--- src/rtl/fetch_stage_if.sv ---
// fetch_stage_if: redirect, instruction-memory and IF/ID signal bundle of the fetch stage
interface fetch_stage_if;
    logic        stall;
    logic [1:0]  redirect_kind;
    logic [63:0] redirect_base_pc;
    logic [31:0] redirect_instr;
    logic [63:0] redirect_reg;
    logic [63:0] imem_addr;
    logic [31:0] imem_instr;
    logic        ifid_valid;
    logic [31:0] ifid_instr;
    logic [63:0] ifid_pc;
    logic [63:0] ifid_pc_plus4;
    logic [15:0] flush_count;
    modport master (
        output stall, redirect_kind, redirect_base_pc, redirect_instr, redirect_reg, imem_instr,
        input  imem_addr, ifid_valid, ifid_instr, ifid_pc, ifid_pc_plus4, flush_count
    );
    modport slave (
        input  stall, redirect_kind, redirect_base_pc, redirect_instr, redirect_reg, imem_instr,
        output imem_addr, ifid_valid, ifid_instr, ifid_pc, ifid_pc_plus4, flush_count
    );
endinterface

--- src/rtl/fetch_stage.sv ---
// fetch_stage: program counter, branch-target redirect and IF/ID pipeline register
module fetch_stage #(
    parameter logic [63:0] RESET_PC = 64'd0
) (
    input logic          clk,
    input logic          reset,
    fetch_stage_if.slave bus
);
    logic [63:0] r_pc;
    logic        r_ifid_valid;
    logic [31:0] r_ifid_instr;
    logic [63:0] r_ifid_pc;
    logic [63:0] r_ifid_pc_plus4;
    logic [15:0] r_flush_count;
    logic [63:0] w_pc_plus4;
    logic [63:0] w_br_off;
    logic [63:0] w_cond_off;
    logic [63:0] w_target;
    logic        w_redirect;
    // Word-scaled sign-extended branch offsets and the selected redirect target
    always_comb begin
        w_pc_plus4 = r_pc + 64'd4;
        w_br_off   = {{36{bus.redirect_instr[25]}}, bus.redirect_instr[25:0], 2'b00};
        w_cond_off = {{43{bus.redirect_instr[23]}}, bus.redirect_instr[23:5], 2'b00};
        w_redirect = |bus.redirect_kind;
        w_target   = (bus.redirect_kind == 2'b01) ? bus.redirect_base_pc + w_br_off :
                     (bus.redirect_kind == 2'b10) ? bus.redirect_base_pc + w_cond_off :
                     {bus.redirect_reg[63:2], 2'b00};
    end
    // Redirect flushes IF/ID and beats stall; stall freezes everything; otherwise fetch advances
    always_ff @(posedge clk) begin
        if (reset) begin
            r_pc            <= RESET_PC;
            r_ifid_valid    <= 1'b0;
            r_ifid_instr    <= 32'd0;
            r_ifid_pc       <= 64'd0;
            r_ifid_pc_plus4 <= 64'd0;
            r_flush_count   <= 16'd0;
        end else if (w_redirect) begin
            r_pc            <= w_target;
            r_ifid_valid    <= 1'b0;
            r_ifid_instr    <= 32'd0;
            r_ifid_pc       <= 64'd0;
            r_ifid_pc_plus4 <= 64'd0;
            r_flush_count   <= r_flush_count + {15'd0, ~&r_flush_count};
        end else if (!bus.stall) begin
            r_pc            <= w_pc_plus4;
            r_ifid_valid    <= 1'b1;
            r_ifid_instr    <= bus.imem_instr;
            r_ifid_pc       <= r_pc;
            r_ifid_pc_plus4 <= w_pc_plus4;
        end
    end
    assign bus.imem_addr     = r_pc;
    assign bus.ifid_valid    = r_ifid_valid;
    assign bus.ifid_instr    = r_ifid_instr;
    assign bus.ifid_pc       = r_ifid_pc;
    assign bus.ifid_pc_plus4 = r_ifid_pc_plus4;
    assign bus.flush_count   = r_flush_count;
endmodule
--- src/flat_wrapper.sv ---
// flat-port wrapper written by rule: the top's interface ports become plain ports
module fetch_stage_flat 
#(
    parameter logic [63:0] RESET_PC = 64'd0
)
  (clk, reset, bus_stall, bus_redirect_kind, bus_redirect_base_pc, bus_redirect_instr, bus_redirect_reg, bus_imem_instr, bus_imem_addr, bus_ifid_valid, bus_ifid_instr, bus_ifid_pc, bus_ifid_pc_plus4, bus_flush_count);
  fetch_stage_if bus_i ();
  input logic clk;
  input logic reset;
  input wire logic [$bits(bus_i.stall)-1:0] bus_stall;
  input wire logic [$bits(bus_i.redirect_kind)-1:0] bus_redirect_kind;
  input wire logic [$bits(bus_i.redirect_base_pc)-1:0] bus_redirect_base_pc;
  input wire logic [$bits(bus_i.redirect_instr)-1:0] bus_redirect_instr;
  input wire logic [$bits(bus_i.redirect_reg)-1:0] bus_redirect_reg;
  input wire logic [$bits(bus_i.imem_instr)-1:0] bus_imem_instr;
  output wire logic [$bits(bus_i.imem_addr)-1:0] bus_imem_addr;
  output wire logic [$bits(bus_i.ifid_valid)-1:0] bus_ifid_valid;
  output wire logic [$bits(bus_i.ifid_instr)-1:0] bus_ifid_instr;
  output wire logic [$bits(bus_i.ifid_pc)-1:0] bus_ifid_pc;
  output wire logic [$bits(bus_i.ifid_pc_plus4)-1:0] bus_ifid_pc_plus4;
  output wire logic [$bits(bus_i.flush_count)-1:0] bus_flush_count;
  assign bus_i.stall = bus_stall;
  assign bus_i.redirect_kind = bus_redirect_kind;
  assign bus_i.redirect_base_pc = bus_redirect_base_pc;
  assign bus_i.redirect_instr = bus_redirect_instr;
  assign bus_i.redirect_reg = bus_redirect_reg;
  assign bus_i.imem_instr = bus_imem_instr;
  assign bus_imem_addr = bus_i.imem_addr;
  assign bus_ifid_valid = bus_i.ifid_valid;
  assign bus_ifid_instr = bus_i.ifid_instr;
  assign bus_ifid_pc = bus_i.ifid_pc;
  assign bus_ifid_pc_plus4 = bus_i.ifid_pc_plus4;
  assign bus_flush_count = bus_i.flush_count;
  fetch_stage #(.RESET_PC(RESET_PC)) u_core (.clk(clk), .reset(reset), .bus(bus_i));
endmodule
--- config.mk ---
export PLATFORM = sky130hd
export DESIGN_NAME = fetch_stage_flat
export DESIGN_NICKNAME = d
export VERILOG_FILES = /design/src/rtl/fetch_stage_if.sv /design/src/rtl/fetch_stage.sv /design/src/flat_wrapper.sv
export SDC_FILE = /design/constraint.sdc
export NUM_CORES = 1
export LEC_CHECK = 0
export ABC_AREA = 1
export ABC_CLOCK_PERIOD_IN_PS = 2550
export BUFFER_PORTS_ARGS = -buffer_cell sky130_fd_sc_hd__buf_2
export CAP_MARGIN = 20
export CORE_MARGIN = 5
export CORE_UTILIZATION = 57
export DETAILED_ROUTE_END_ITERATION = 8
export GPL_ROUTABILITY_DRIVEN = 0
export HOLD_SLACK_MARGIN = 0.02
export PLACE_DENSITY = 0.8
export SYNTH_ARGS = -nofsm -noshare
export SYNTH_HDL_FRONTEND = slang
export SYNTH_SLANG_ARGS = --single-unit
--- constraint.sdc ---
create_clock -name clk -period 2.55 [get_ports clk]
set_input_delay 0.51 -clock clk [delete_from_list [all_inputs] [get_ports clk]]
set_output_delay 0.51 -clock clk [all_outputs]
set_load 0.005 [all_outputs]
==> summary.txt <==
Power
  • Comb pwr share: 38.6%
  • P_int: approximately 7.6 mW
  • Design Power: 12.1 mW
  • Switching share of power: a little under two fifths
  • Peak supply drop: 0.000403 V
  • Clock share of power: 27.8%
  • P_sw: ~4.5 mW
  • Sequential Power Share: 33.6%
  • Pleak: 14.6 nW
  • Pwr Density: 432 nW/um^2

Timing
  • Worst-margin pin slew: 0.693 ns
  • RSZ-0062 raised after global routing: true
  • Highest clock rate: roughly 400 MHz
  • Period utilization: 98.7%
  • Max-slew violations: 0
  • Final hold violation count: 0
  • Max-slew headroom: 53.3%
  • Post-route setup slack: 0.0324 ns
  • Clock skew: 0.0106 ns
  • Setup Viol. Count Final: 0
  • Crit path time final: 2.52 ns

Setup path
  • R2r worst-path depth: 11
  • Flop-to-flop setup slack: 0.14 ns
  • Worst-path cell chain: buf_2, buf_6, ha_1, nand2_1, inv_1, nand2_1, nand2_1, a21oi_1, buf_4, nand2_1, a21oi_1, nand2_1, nand2_1, nand3_1, nand3_1, nand2_1, a21oi_2
  • Critical Path Sink Type: register
  • WS Path Type: in2reg
  • WP data arrival: 2.96 ns
  • Delay-heaviest family, CP: simple AND/OR/NAND/NOR gates
  • Reg2Reg Capture Point: u_core.bus.imem_addr[61]
  • R2R Path Start: u_core.bus.imem_addr[9]
  • Largest stage delay, worst path: 0.32 ns
  • CP required: 2.99 ns
  • Critical path buffers and inverters: 4
  • CP max FO: 23
  • CP max-delay cell: ha_1
  • Source of the critical timing path: bus_redirect_instr[23]
  • Crit path top cell by count: nand2_1
  • CP Launch Type: primary input

Global route
  • Antenna violations before repair: 0
  • First-pass GRT wire length: 137000 um
  • Gr usage total: 41.4%
  • Vias in the first global route: about 25000
  • GRT overflow: 0
  • Largest net degree at the start of global routing: 139

Yosys
  • Syn_nets: between 4000 and 5000
  • Largest cells by area after synthesis: nand2_1 22%, dfxtp_1 22%, a21oi_1 9.1%
  • Synth Area in Simple Gates: 41.4%
  • Post-synth ARST share: 0%
  • Avg Inst Size Synth: 5.67 sq um
  • EDFF count, synth: 0
  • Compound-Gate Fraction of Synth Area: 16.2%
  • Largest family of logic cells by synthesized area: simple AND/OR/NAND/NOR gates
  • Synth top area share: around 22%
  • Predominant post-synthesis flop cell: dfxtp_1
  • Yosys Warn Count: 0
  • Xor and xnor area share after synthesis: between 2 and 2.5%
  • Synth cell types: 56
  • Post-Synthesis Cell Area: 21400 sq um
  • Sequential area share after synthesis: between 20% and 30%
  • Synth Register Bits: 239
  • Post-synth top area cell: nand2_1
  • Synth Instances: 3773
  • Post-synthesis mux area share: 0%
  • Post-synthesis adder-cell area fraction: ~7.4%

Floorplanning
  • Core region area: 37400 sq um
  • Die span in y: 204 um
  • DIE AREA: 41500 sq um
  • # IOs: 438
  • Die X: about 200 um
  • Num rows: 71
  • Initial core utilization: 57.2%

Clock tree
  • TritonCTS buffer count: 21
  • Clock Latency Late Sink: 0.50 ns
  • CTS tree: done
  • CTS clk-pin slew, worst paths: approximately 0.080 ns
  • CTS H-tree depth: 1
  • Root Driver: clkbuf_16
  • Clk buf depth: 3
  • Clock sink count: roughly 240

Placement
  • # port buffers: 429
  • Pre-CTS WS: -0.461 ns
  • Placed inst area: 27000 sq um
  • Final HPWL DP: 75400 um

Min path
  • Hold Crit Endpoint: u_core.bus.ifid_instr[29]
  • Min-Delay Path Class: in2reg
  • HP Start: bus_imem_instr[29]
  • Worst Hold Depth: 3

Drt
  • Antenna violation net count after detailed routing: 0
  • DR vias/cell: 5.68
  • Drt pass-1 iters: 9
  • DR WL/cell: 18.2 um
  • DRT Wirelength: 92300 um
  • DRC Markers: 0
  • Vias post-DR: 28789
  • 1st-iter DRT viols: 4328

Final layout
  • Nets: slightly below 5000
  • Layout cells sized above 1: between 20% and 30%
  • Final instance area: 28000 sq um
  • Final core occ: 74.9%
  • Layout overhead on the synthesized area: 30.9%

Outcome
  • Status: finished clean

Job
  • Max-Cap Viols: 0
-- worst register-to-register path: cells and delay by family, from the launching register on --
| family | cells | cell delay (ns) |
|---|---|---|
| AOI/OAI and AO/OA | 1 | 0.11 |
| xor gates and xnor gates | 1 | 0.18 |
| DFF | 1 | 0.47 |
| and+or+nand+nor | 9 | 1.59 |
-- cell families (layout without fill, tap and decap cells) --
group	after synthesis	in the layout
simple gates	2121	2121
flops	239	239
xor+xnor	54	54
compound gates	652	652
buf+inv	581	1363
fa+ha+maj	126	126
other cells	0	1
-- how the worst max path moves through the flow --
stage,to,depth (start not counted)
final,u_core.bus.imem_addr[51],17
after global routing,u_core.bus.imem_addr[54],17
after CTS,u_core.bus.imem_addr[49],15
after detailed placement,u_core.bus.imem_addr[49],15
after global placement,u_core.bus.imem_addr[49],15
after floorplan,u_core.bus.imem_addr[54],16
-- cell type report --
cell class                 count  area [sq um]
clock inverter                 8           110
clock buffer                  29           606
timing repair buffer         848          5380
sequential                   239          4790
inverter                     478          1800
antenna                        1          2.50
multi-input combinational   2953         14700
tap                          511           639
fill                        3310          9400
-- routing by layer --
layer | up-vias | part of all wire (%) | global-route usage [%]
met5 | - | 0 | 0
met4 | 0 | 7.4 | 23.4
met2 | 1979 | 41 | 61.7
li1 | 13728 | - | -
met3 | 406 | 14 | 9.75
met1 | 12676 | 38 | 55.1
-- synthesized netlist by cell type, drive strengths merged, types with 3 or more instances --
master and n:
clkinv 3, o21bai 26, dfxtp 239, nor3 63
a31oi 6, o21a 4, or2 12, inv 475
nor4 11, nand3b 25, clkbuf 78, o21ai 185
o211ai 19, a211oi 3, ha 124, nor2 424
a21o 4, buf 25, nand3 254, xor2 38
xnor2 16, a21oi 394, nand2 1281, nand4 46
-- timing repair --
item,4_1_cts,5_1_grt
gates resized for setup,0,66
setup endpoints to repair,0,31
hold buffers,0,0
setup buffers,0,1
-- power by group through the flow --
stage               Sequential (mW)  Combinational [mW]  Clock [mW]
floorplan                      4.12                2.34           0
global placement               4.13                4.37           0
detailed placement             4.14                4.43           0
finish                         4.06                4.67        3.36
global route                   4.07                5.05        3.51
CTS                            4.05                4.46        3.35
-- state kept, by name (all words and copies together), names as in the netlist --
name and count:
u_core.bus.flush_count 16, u_core.bus.imem_addr 64, u_core.bus.ifid_instr 32, u_core.bus.ifid_pc_plus4 62, u_core.bus.ifid_pc 64, u_core.bus.ifid_valid 1
-- cell usage in the layout (no fill, tap or decap), drive strengths merged, types with 19 or more instances in the layout --
cell,netlist,layout
a21oi,394,394
buf,25,847
clkbuf,78,30
dfxtp,239,239
ha,124,124
inv,475,478
nand2,1281,1281
nand3,254,254
nand3b,25,25
nand4,46,46
nor2,424,424
nor3,63,63
o211ai,19,19
o21ai,185,185
o21bai,26,26
xor2,38,38
-- through the flow --
stage               hold WS [ns]  setup TNS (ns)  cells
floorplan                  0.453               0   3773
global placement           0.442          -11.42   5028
detailed placement         0.452          -13.12   5028
CTS                        0.246               0   5065
global route               0.244          -0.541   5066
finish                     0.248               0   5067
No activity file was read; power rests on OpenSTA's default activity.
